**src/rtl/pf_pkg.sv**
```systemverilog
// Shared types and constants for the packet-filter ingress path.
// Also holds the saturating statistics adder used by the arbiter counters.
package pf_pkg;

   typedef enum logic [1:0] {
      ARB_IDLE  = 2'd0,
      ARB_PASS  = 2'd1,
      ARB_ABORT = 2'd2,
      ARB_DRAIN = 2'd3
   } arb_state_e;

   localparam int PF_DATA_W = 32;
   localparam int PF_STAT_W = 16;

   // Statistics stick at all-ones rather than wrapping.
   function automatic logic [PF_STAT_W-1:0] stat_sat_add(input logic [PF_STAT_W-1:0] cnt,
                                                         input int unsigned          inc);
      int unsigned sum;
      sum = 32'(cnt) + inc;
      if (sum > 32'({PF_STAT_W{1'b1}}))
         return {PF_STAT_W{1'b1}};
      return PF_STAT_W'(sum);
   endfunction

endpackage

```
**src/rtl/pf_rr_pick.sv**
```systemverilog
// Combinational rotating-priority picker: first set request after rr_ptr_i,
// wrapping modulo N. Shared with the egress scheduler.
module pf_rr_pick #(
   parameter int N = 4,
   parameter int W = (N > 1) ? $clog2(N) : 1
) (
   input  logic [N-1:0] req_i,
   input  logic [W-1:0] rr_ptr_i,
   output logic         valid_o,
   output logic [W-1:0] index_o
);

   logic [W-1:0] cand;

   always_comb begin
      valid_o = 1'b0;
      index_o = '0;
      cand    = '0;
      // The pointer itself is searched last, so the previous winner yields.
      for (int k = 1; k <= N; k++) begin
         cand = W'((int'(rr_ptr_i) + k) % N);
         if (!valid_o && req_i[cand]) begin
            valid_o = 1'b1;
            index_o = cand;
         end
      end
   end

endmodule

```
**src/rtl/pf_ingress_arbiter.sv**
```systemverilog
// Packet-granular round-robin arbiter in front of the filter core, with
// stall-abort of hung packets and flushing of orphan beats while idle.
module pf_ingress_arbiter
   import pf_pkg::*;
#(
   parameter int NUM_PORTS = 4,
   parameter int DATA_W    = PF_DATA_W,
   parameter int STALL_MAX = 256
) (
   input  logic                          clk,
   input  logic                          reset_n,
   input  logic [NUM_PORTS-1:0]          cfg_port_en,
   input  logic [NUM_PORTS-1:0]          in_valid,
   input  logic [NUM_PORTS-1:0]          in_sop,
   input  logic [NUM_PORTS-1:0]          in_eop,
   input  logic [NUM_PORTS*DATA_W-1:0]   in_data,
   output logic [NUM_PORTS-1:0]          in_ready,
   output logic                          out_valid,
   output logic                          out_sop,
   output logic                          out_eop,
   output logic                          out_err,
   output logic [DATA_W-1:0]             out_data,
   output logic [$clog2(NUM_PORTS)-1:0]  out_port,
   input  logic                          out_ready,
   output logic [PF_STAT_W-1:0]          stat_aborts,
   output logic [PF_STAT_W-1:0]          stat_orphans
);

   localparam int IDX_W   = $clog2(NUM_PORTS);
   localparam int STALL_W = (STALL_MAX > 1) ? $clog2(STALL_MAX) : 1;

   arb_state_e             state_q,   state_d;
   logic [IDX_W-1:0]       grant_q,   grant_d;
   logic [IDX_W-1:0]       rr_ptr_q,  rr_ptr_d;
   logic [STALL_W-1:0]     stall_q,   stall_d;
   logic [PF_STAT_W-1:0]   aborts_q,  aborts_d;
   logic [PF_STAT_W-1:0]   orphans_q, orphans_d;

   logic [NUM_PORTS-1:0]   req;
   logic [NUM_PORTS-1:0]   orphan;
   int unsigned            orphan_cnt;
   logic                   pick_vld;
   logic [IDX_W-1:0]       pick_idx;
   logic [NUM_PORTS-1:0]   rdy;

   logic                   g_valid, g_sop, g_eop;
   logic [DATA_W-1:0]      g_data;

   assign req    = in_valid & in_sop & cfg_port_en;
   assign orphan = in_valid & ~in_sop;

   pf_rr_pick #(.N(NUM_PORTS), .W(IDX_W)) u_pick (
      .req_i    (req),
      .rr_ptr_i (rr_ptr_q),
      .valid_o  (pick_vld),
      .index_o  (pick_idx)
   );

   assign g_valid = in_valid[grant_q];
   assign g_sop   = in_sop[grant_q];
   assign g_eop   = in_eop[grant_q];
   assign g_data  = in_data[int'(grant_q)*DATA_W +: DATA_W];

   always_comb begin
      orphan_cnt = 0;
      for (int i = 0; i < NUM_PORTS; i++)
         orphan_cnt = orphan_cnt + 32'(orphan[i]);
   end

   always_comb begin
      state_d   = state_q;
      grant_d   = grant_q;
      rr_ptr_d  = rr_ptr_q;
      stall_d   = stall_q;
      aborts_d  = aborts_q;
      orphans_d = orphans_q;
      rdy       = '0;
      out_valid = 1'b0;
      out_sop   = 1'b0;
      out_eop   = 1'b0;
      out_err   = 1'b0;
      out_data  = '0;

      case (state_q)
         ARB_IDLE: begin
            // Non-sop beats have no packet to belong to; swallow them.
            rdy       = orphan;
            orphans_d = stat_sat_add(orphans_q, orphan_cnt);
            stall_d   = '0;
            if (pick_vld) begin
               grant_d = pick_idx;
               state_d = ARB_PASS;
            end
         end

         ARB_PASS: begin
            out_valid     = g_valid;
            out_sop       = g_sop;
            out_eop       = g_eop;
            out_data      = g_data;
            rdy[grant_q]  = out_ready;
            if (g_valid) begin
               // Backpressure is not a source stall, so any valid beat resets the timer.
               stall_d = '0;
               if (out_ready && g_eop) begin
                  state_d  = ARB_IDLE;
                  rr_ptr_d = grant_q;
               end
            end else if (stall_q == STALL_W'(STALL_MAX - 1)) begin
               stall_d  = '0;
               state_d  = ARB_ABORT;
               aborts_d = stat_sat_add(aborts_q, 1);
            end else begin
               stall_d = stall_q + 1'b1;
            end
         end

         ARB_ABORT: begin
            out_valid = 1'b1;
            out_eop   = 1'b1;
            out_err   = 1'b1;
            if (out_ready)
               state_d = ARB_DRAIN;
         end

         ARB_DRAIN: begin
            rdy[grant_q] = 1'b1;
            if (g_valid && g_eop) begin
               state_d  = ARB_IDLE;
               rr_ptr_d = grant_q;
            end
         end

         default: state_d = ARB_IDLE;
      endcase
   end

   always_ff @(posedge clk or negedge reset_n) begin
      if (!reset_n) begin
         state_q   <= ARB_IDLE;
         grant_q   <= '0;
         rr_ptr_q  <= IDX_W'(NUM_PORTS - 1);
         stall_q   <= '0;
         aborts_q  <= '0;
         orphans_q <= '0;
      end else begin
         state_q   <= state_d;
         grant_q   <= grant_d;
         rr_ptr_q  <= rr_ptr_d;
         stall_q   <= stall_d;
         aborts_q  <= aborts_d;
         orphans_q <= orphans_d;
      end
   end

   // Ready is held low while reset is asserted so no beat is consumed.
   assign in_ready     = reset_n ? rdy : '0;
   assign out_port     = grant_q;
   assign stat_aborts  = aborts_q;
   assign stat_orphans = orphans_q;

endmodule

```
**config.mk**
```make
export PLATFORM = sky130hd
export DESIGN_NAME = pf_ingress_arbiter
export DESIGN_NICKNAME = d
export VERILOG_FILES = /design/src/rtl/pf_pkg.sv /design/src/rtl/pf_rr_pick.sv /design/src/rtl/pf_ingress_arbiter.sv
export SDC_FILE = /design/constraint.sdc
export NUM_CORES = 1
export LEC_CHECK = 0
export CORE_MARGIN = 1
export CORE_UTILIZATION = 50
export DETAILED_ROUTE_END_ITERATION = 16
export DONT_BUFFER_PORTS = 1
export PLACE_DENSITY = 0.76
export SLEW_MARGIN = 20
export SYNTH_ARGS = -nofsm -noshare
export SYNTH_HDL_FRONTEND = slang
export SYNTH_SLANG_ARGS = --single-unit
```
**constraint.sdc**
```tcl
create_clock -name clk -period 3.1 [get_ports clk]
set_input_delay 0.31 -clock clk [delete_from_list [all_inputs] [get_ports clk]]
set_output_delay 0.31 -clock clk [all_outputs]
set_load 0.05 [all_outputs]
```
==> results of run 1 <==
==> metal layers <==
layer	part of all wire, %	wire [um]	vias to the layer above
li1	-	-	1560
met1	40	5190	1761
met2	48	6220	187
met3	10	1290	18
met4	1.7	223	0
met5	0	0	-
==> critical path, stage by stage (launching register included) <==
cell     delay [ns]
dfrtp_2        0.37
inv_1          0.07
fa_1           0.51
fa_1           0.44
inv_1          0.10
fa_1           0.18
and2_1         0.15
and4_1         0.26
nand2_1        0.13
or3_4          0.47
o21ai_0        0.10
==> how the worst min path moves through the flow <==
stage / startpoint / end / slack [ns] / cells past startpoint
finish: out_ready / state_q[0] / 0.35 / 4
global route: in_valid[1] / stat_orphans[0] / 0.39 / 3
CTS: out_ready / state_q[0] / 0.35 / 4
detailed placement: reset_n / stat_aborts[14] / 0.02 / 0
global placement: reset_n / stat_aborts[14] / 0.02 / 0
floorplan: reset_n / asynchronous set/reset pin / 0.01 / 0
==> sequential cells by signal (all words and copies together) (netlist names), named ones only <==
signal        cells
stat_aborts      16
stat_orphans     16
stall_q           8
out_port          2
rr_ptr_q          2
state_q           1
==> power by group <==
group	leakage [uW]	internal, uW	total (uW)	switching [uW]
registers	0.000610	701	888	187
logic	0.00115	802	2650	1850
clock network	0.0000496	168	401	233
==> through the flow <==
step                worst slack, ns  std cells  instance area (um^2)  utilization [%]
finish                        0.238        523                  4300             55.7
global route                 0.0651        520                  4300             55.6
CTS                           0.147        520                  4290             55.5
detailed placement           0.0787        510                  4160             53.8
global placement              0.140        510                  4160             53.8
floorplan                    0.0680        411                  3980                -
==> cell families (layout without fill, tap and decap cells) <==
| kind of cell | count (synthesis) | count (layout) | share of synthesized area (%) |
|---|---|---|---|
| AOI/OAI and AO/OA | 93 | 93 | 15.4 |
| xor gates and xnor gates | 11 | 11 | 2.42 |
| DFF | 46 | 46 | 29.0 |
| buffers and inverters | 33 | 40 | 3.68 |
| muxes | 40 | 40 | 21.3 |
| and+or+nand+nor | 177 | 177 | 24.3 |
| adders and majority gates | 11 | 11 | 4.02 |
| other | 0 | 3 | 0 |
==> layout by cell type, fill, tap and decap left out, types with 4 or more instances in the layout <==
master / Yosys / final
o31ai_1: 7 / 7
and4_1: 4 / 4
mux4_2: 35 / 35
a31oi_1: 5 / 5
dfrtp_1: 44 / 41
inv_1: 9 / 9
nand2b_1: 7 / 7
a21oi_1: 19 / 19
ha_1: 8 / 8
o21a_1: 5 / 5
and2_1: 37 / 37
nand4_1: 4 / 4
a31o_2: 4 / 4
xor2_1: 8 / 8
a21o_1: 4 / 4
nand3_1: 17 / 17
nor2b_1: 6 / 6
nor3_1: 7 / 7
and3_1: 16 / 16
o21ai_0: 28 / 28
clkbuf_8: 0 / 5
nand2_1: 38 / 38
buf_4: 1 / 21
nor2_1: 24 / 24
==> what timing repair did <==
action,CTS,global route
hold endpoints to repair,46,0
setup endpoints to repair,0,3
gates resized for setup,0,1
hold buffers,2,0
buffers inserted,0,0
==> layout make-up <==
| type | count | share of cell area, % |
|---|---|---|
| multi-input combinational | 332 | 62.4 |
| sequential | 46 | 26.9 |
| timing repair buffer | 23 | 4.54 |
| tap | 102 | 2.97 |
| clock buffer | 5 | 1.60 |
| inverter | 9 | 0.785 |
| clock inverter | 3 | 0.611 |
| antenna | 3 | 0.174 |
==> metrics, run 1 <==
Yosys top cell area share=27.7%; cell area after synthesis=3980 um^2; first-pass GRT wire length=19.7 mm; post-synthesis cell count=411; Worst-path clk slew=0.10 ns; area occupied by multi-input gates=2690 um^2; area leader, netlist=dfrtp_1; Power Dens Cells=915 nW/um^2; EDFF count, synth=0; register area share after synthesis=29.0%; total CTS buffers=5; Hold Vio Cnt, Final=0; Final Max Slew Viols=0; vias in the first global route=3410; GR Util met2=50.6%; Total GRT Usage=31.5%; Setup CP Type=reg2reg; asr flop ratio synth=100%; Hold Slack=0.352 ns; die area=8320 um^2; FF+latch area=1160 um^2; worst-margin pin slew=0.804 ns; layout cells sized above 1=20.3%; Clock Skews=0.00871 ns; row cnt=32; Synth Flop Type=dfrtp_1; Fmax achieved=0.349 GHz; Synth area leaders=dfrtp_1 (28%), mux4_2 (20%), and2_1 (5.8%); library cells used by synthesis=57; FF+latch count, synth=46; DRC=0; initial antenna violation count=1; Post-Syn Nets=569; I/O pin cnt=221; RSZ-0062 raised after global routing=no; TNS Setup=0 ns; Die H=91.2 um; Hold Crit Class=in2reg; CTS tree=yes; CTS Buffer Depth=2; HPWL Detailed=10.6 mm; number of routed nets with antenna violations=0; Via density=6.74; core area=7730 um^2; most frequent cells after synthesis=dfrtp_1 (44), nand2_1 (38), and2_1 (37), mux4_2 (35), o21ai_0 (28); critical path arrival=3.09 ns; Synth warnings=0; Max-cap violations=0; crit share post-route=92.3%; r2r endpoint=stat_orphans[4]; worst flop-to-flop path startpoint=stat_orphans[0]; crit end category=flop; result of the run=finished clean; Total Power=3940 uW; Slew HR=46.4%; fill cell count=707; Initial Util=51.5%; Data required, critical path=3.33 ns; Critical path origin=stat_orphans[0]; crit path time final=2.86 ns; Worst setup SP type=flop; IO Port Bufs=0; drt pass-1 iters=5; total gr overflow=0; P&R area growth vs syn=8.08%; largest net degree at the start of global routing=47; Worst Setup EP=stat_orphans[4]; DRT iter0 DRCs=282; Pleak=0.00181 uW; Final nets=575; GPL Wtd Cong=1.02; met1 Track Usage GR=42.1%; Post-Route WL=12.9 mm; worst-case reg-to-reg path depth=10; vias=3526; clk_lat worst skew=0.31 ns; most numerous cell in the Yosys netlist=dfrtp_1; GRT Max-Usage Layer=met2; wire length per cell=24.7 um; R2R setup slack=0.24 ns; depth of the CTS H-tree=2; die width=91.2 um; Root Buffer=clkbuf_8; mean post-synth cell area=9.69 um^2; endpoints failing setup=0; clk sinks=46; worst vdd ir=434 uV; met3 GRT Util=8.79%; critical-path maximum fanout=10
No activity file was read; power rests on OpenSTA's default activity.
==> run 2, diff against run 1 <==
- CORE_UTILIZATION: 50 -> 40
- CTS_BUF_LIST: not set -> sky130_fd_sc_hd__clkbuf_16
- PLACE_DENSITY: 0.76 -> 0.65
==> metrics, run 2 (synthesis results as in run 1) <==
GPL Wtd Cong=0.920; commonest non-fill, non-tap cell in the layout=dfrtp_1; Initial Util=40.9%; Hold Crit Depth=4; TNS Setup=0 ns; Hold Vio Cnt, Final=0; Final Max Slew Viols=0; Power Dens Cells=917 nW/um^2; clk_lat worst skew=0.28 ns; clk sinks=46; Worst Hold Endpoint=state_q[0]; Util after Layout=45.3%; vias in the first global route=3187; Total GRT Usage=22.5%; Final nets=575; DRC=0; HP Start=out_ready; critical-path maximum fanout=10; result of the run=finished clean; worst-margin pin slew=0.817 ns; row cnt=36; Fmax achieved=0.355 GHz; Root Buffer=clkbuf_16; Hold Crit Class=in2reg; total CTS buffers=5; Via density=6.07; Slew HR=45.5%; endpoints failing setup=0; Worst-path clk slew=0.07 ns; R2R setup slack=0.28 ns; RSZ-0062 raised after global routing=no; I/O pin cnt=221; worst-case reg-to-reg path depth=10; Pleak=0.00183 uW; P&R area growth vs syn=10.7%; Post-Route WL=12.3 mm; most frequent cells in the layout=dfrtp_1 (41), nand2_1 (38), and2_1 (37); layout cells sized above 1=20.3%; HPWL Detailed=9.76 mm; crit path time final=2.82 ns; die width=102 um; Clock Skews=0.00311 ns; crit end category=flop; Max-cap violations=0; Worst setup SP type=flop; depth of the CTS H-tree=2; drt pass-1 iters=5; vias=3399; initial antenna violation count=7; worst flop-to-flop path startpoint=stat_orphans[0]; Die H=102 um; fill cell count=946; CTS tree=yes; first-pass GRT wire length=17.5 mm; Setup CP Type=reg2reg; core area=9730 um^2; IO Port Bufs=0; postcts setup bufs=0; DRT iter0 DRCs=187; largest net degree at the start of global routing=47; critical path arrival=3.01 ns; r2r endpoint=stat_orphans[4]; total gr overflow=0; wire length per cell=21.9 um; CTS Buffer Depth=2; number of routed nets with antenna violations=0; die area=10400 um^2; worst vdd ir=508 uV; Data required, critical path=3.30 ns; crit share post-route=90.8%
run 2: cell types whose count changed in the layout (fill, tap and decap cells not counted):
cell | previous run | this run
clkbuf_16 | 0 | 5
clkbuf_8 | 5 | 0
clkinv_2 | 0 | 1
clkinv_4 | 0 | 1
clkinvlp_4 | 0 | 1
diode_2 | 3 | 9
inv_6 | 3 | 0
run 2: layer usage:
layer	vias to the layer above	track usage, %	routed length [um]
li1	1574	-	-
met1	1662	26.1	4810
met2	149	37.0	6080
met3	14	8.49	1140
met4	0	9.59	250
met5	-	0	0
run 2: cell type report:
class	count	area, um^2	share of cell area, %
repair buffers	23	195	4.43
clock buffers	5	125	2.84
multi-input cells	332	2690	60.9
diodes	9	22.5	0.511
flip-flops and latches	46	1160	26.3
well taps	133	166	3.78
clock inverters	3	21.3	0.483
inverters	9	33.8	0.766
run 2: what timing repair did:
| item | 4_1_cts | 5_1_grt |
|---|---|---|
| endpoints found under the hold margin | 46 | 0 |
| hold buffers | 2 | 0 |
| resized for setup | 0 | 1 |
| endpoints found under the setup margin | 0 | 1 |
run 2: worst max-delay path, cell delays in order, from the launching register on:
cell and delay [ns]:
dfrtp_2 0.36, inv_1 0.07, fa_1 0.51, fa_1 0.42, inv_1 0.09, fa_1 0.18
and2_1 0.15, and4_1 0.26, nand2_1 0.13, or3_4 0.47, o21ai_0 0.10
run 2: worst max path at each step:
| stage | end | startpoint | slack [ns] |
|---|---|---|---|
| after global routing | stat_orphans[4] | stat_orphans[0] | 0.11 |
| after CTS | stat_orphans[4] | stat_orphans[0] | 0.18 |
| after global placement | stat_orphans[4] | in_sop[0] | 0.13 |
| after detailed placement | stat_orphans[4] | in_sop[0] | 0.13 |
| after floorplan | stat_orphans[4] | stat_orphans[0] | 0.07 |
| final | stat_orphans[4] | stat_orphans[0] | 0.28 |
run 2: report_power, final:
group          switching (uW)  leakage, uW  internal, uW
logic                    1820      0.00115           801
registers                 186     0.000610           702
clock network             234    0.0000698           299
run 2: through the flow:
step                      cells  hold slack [ns]  worst slack, ns  power, uW  area (um^2)
after detailed placement    541           0.0160            0.131       3500         4200
after global routing        556            0.433            0.108       4220         4400
after floorplan             411           0.0144           0.0680       3150         3980
after CTS                   551            0.424            0.176       4060         4380
after global placement      541           0.0162            0.134       3460         4200
final                       560            0.427            0.285       4040         4410
==> run 3, diff against run 2 <==
- ABC_AREA: not set -> 1
==> metrics, run 3 <==
worst flop-to-flop path startpoint=stat_orphans[0]; vias=4664; Initial Util=41.1%; largest net degree at the start of global routing=47; Max stage delay on crit path=0.51 ns; worst-margin pin slew=0.669 ns; CTS tree=yes; crit share post-route=93.0%; RSZ-0062 raised after global routing=no; Synth area leaders=dfrtp_1 (26%), nand2_1 (15%), nand3_1 (7.7%); most frequent cells after synthesis=nand2_1 (166), inv_1 (80), nand3_1 (65), nor2_1 (45), dfrtp_1 (44); first-pass GRT wire length=21.0 mm; cell area after synthesis=4240 um^2; die width=105 um; Slew HR=55.4%; diodes inserted=0; Via density=5.72; Data required, critical path=3.28 ns; Final nets=837; crit end category=flop; Max-cap violations=0; Hold Vio Cnt, Final=0; vias in the first global route=4261; layout cells sized above 1=16.8%; DRT iter0 DRCs=447; row cnt=37; CTS Buffer Depth=2; commonest non-fill, non-tap cell in the layout=nand2_1; total gr overflow=0; post-synthesis cell count=641; critical-path maximum fanout=4; initial antenna violation count=1; Synth Flop Type=dfrtp_1; most frequent cells in the layout=nand2_1 (166), inv_1 (80), nand3_1 (65); Setup CP Type=reg2reg; Post-Syn Nets=799; Die H=105 um; drt pass-1 iters=5; r2r endpoint=stat_orphans[14]; library cells used by synthesis=43; DRC=0; Final Max Slew Viols=0; DP Worst Slack=-0.00112 ns; most numerous cell in the Yosys netlist=nand2_1; HP Start=out_ready; depth of the CTS H-tree=2; IO Port Bufs=0; core area=10300 um^2; I/O pin cnt=221; Pleak=0.00236 uW; mean post-synth cell area=6.62 um^2; Cell Count, Final, Fillers Out=816; Power Dens Cells=911 nW/um^2; critical path cell sequence=inv_1, fa_1, fa_1, inv_1, fa_1, nand2_1, nor2_1, nand4_1, nor3_2, nand4_1, buf_4, nor4_1, nor2_1; Fmax achieved=0.347 GHz; asr flop ratio synth=100%; Synth warnings=0; Post-Route WL=13.1 mm; area leader, netlist=dfrtp_1; Critical path origin=stat_orphans[0]; die area=11000 um^2; worst-case reg-to-reg path depth=13; Hold Crit Class=in2reg; Critical-path top delay cell=fa_1; Worst-path clk slew=0.07 ns; Worst setup SP type=flop; P&R area growth vs syn=16.0%; crit path time final=2.88 ns; R2R setup slack=0.22 ns; Worst Setup EP=stat_orphans[14]; worst vdd ir=1000 uV; FF+latch count, synth=46; Yosys top cell area share=25.9%; HPWL Detailed=10.3 mm; GPL Wtd Cong=0.900; CP dominant cell by count=fa_1; critical path arrival=3.06 ns; wire length per cell=16.1 um; EDFF count, synth=0; register area share after synthesis=27.2%; placed cell count=805; Clock Skews=0.00626 ns; result of the run=finished clean; Total GRT Usage=23.6%; post-route setup slack=0.217 ns; clk sinks=46; Root Buffer=clkbuf_16; total CTS buffers=5; number of routed nets with antenna violations=0; endpoints failing setup=0; clk_lat worst skew=0.29 ns
-- run 3: cell types whose count changed after synthesis, moves of 13 or more --
cell     delta
nand3_1    +48
a22oi_1    +32
nor2_1     +21
and2_1     -37
and3_1     -15
a31oi_1    +29
nand2_1   +128
inv_1      +71
mux4_2     -35
nand4_1    +13
-- run 3: cell type report --
cell class              instances  area, um^2
flip-flops and latches         46        1160
fillers                      1056        5400
clock inverters                 3        26.3
repair buffers                 57         463
well taps                     136         170
multi-input cells             481        2650
inverters                      88         333
clock buffers                   5         125
-- run 3: worst min path at each step --
stage / end / cells past startpoint
2_1_floorplan: asynchronous set/reset pin / 0
3_5_place_dp: stat_aborts[8] / 0
4_1_cts: rr_ptr_q[0] / 4
5_1_grt: rr_ptr_q[0] / 4
6_report: rr_ptr_q[0] / 4
3_3_place_gp: stat_aborts[8] / 0
-- run 3: per-stage QoR --
| stage | total power, uW | hold WS (ns) | instance area [um^2] | utilization, % | setup TNS, ns |
|---|---|---|---|---|---|
| CTS | 4490 | 0.394 | 4910 | 47.6 | 0 |
| global route | 4780 | 0.478 | 4920 | 47.7 | 0 |
| floorplan | 3150 | 0.0144 | 4250 | - | 0 |
| global placement | 3840 | 0.0154 | 4720 | 45.7 | 0 |
| finish | 4480 | 0.393 | 4920 | 47.7 | 0 |
| detailed placement | 3900 | 0.0154 | 4720 | 45.7 | -0.00112 |
-- run 3: metal layers --
layer	vias up	share of wire (%)	track usage, %
met5	-	0	0
met3	21	11	8.80
li1	2229	-	-
met2	223	46	36.5
met4	0	1.3	5.33
met1	2191	42	31.2
-- run 3: cells by family (layout without fill, tap and decap cells) --
family	count (synthesis)	in the layout	share of synthesized area [%]
simple gates	337	337	37.2
buf+inv	114	153	10.7
xor+xnor	15	15	3.27
compound gates	118	118	17.9
fa+ha+maj	11	11	3.77
flops	46	46	27.2
-- run 3: worst max-delay path: cells and delay by family, from the launching register on --
| family | cells | cell delay [ns] |
|---|---|---|
| adder cells (fa/ha/maj) | 3 | 1.18 |
| AND/OR/NAND/NOR | 7 | 0.89 |
| flip-flops | 1 | 0.36 |
| buffers and inverters | 3 | 0.35 |
-- run 3: where the power goes --
group / internal (uW) / switching, uW / total (uW) / leakage, uW
registers: 707 / 358 / 1070 / 0.000557
logic: 837 / 2020 / 2860 / 0.00173
clock network: 308 / 254 / 563 / 0.0000752
total: 1850 / 2630 / 4480 / 0.00236
-- run 3: timing repair --
action                     4_1_cts  5_1_grt
hold buffers                     2        0
gates resized for setup          0        1
hold endpoints to repair        46        0
buffers inserted                 0        1
setup endpoints to repair        0       10
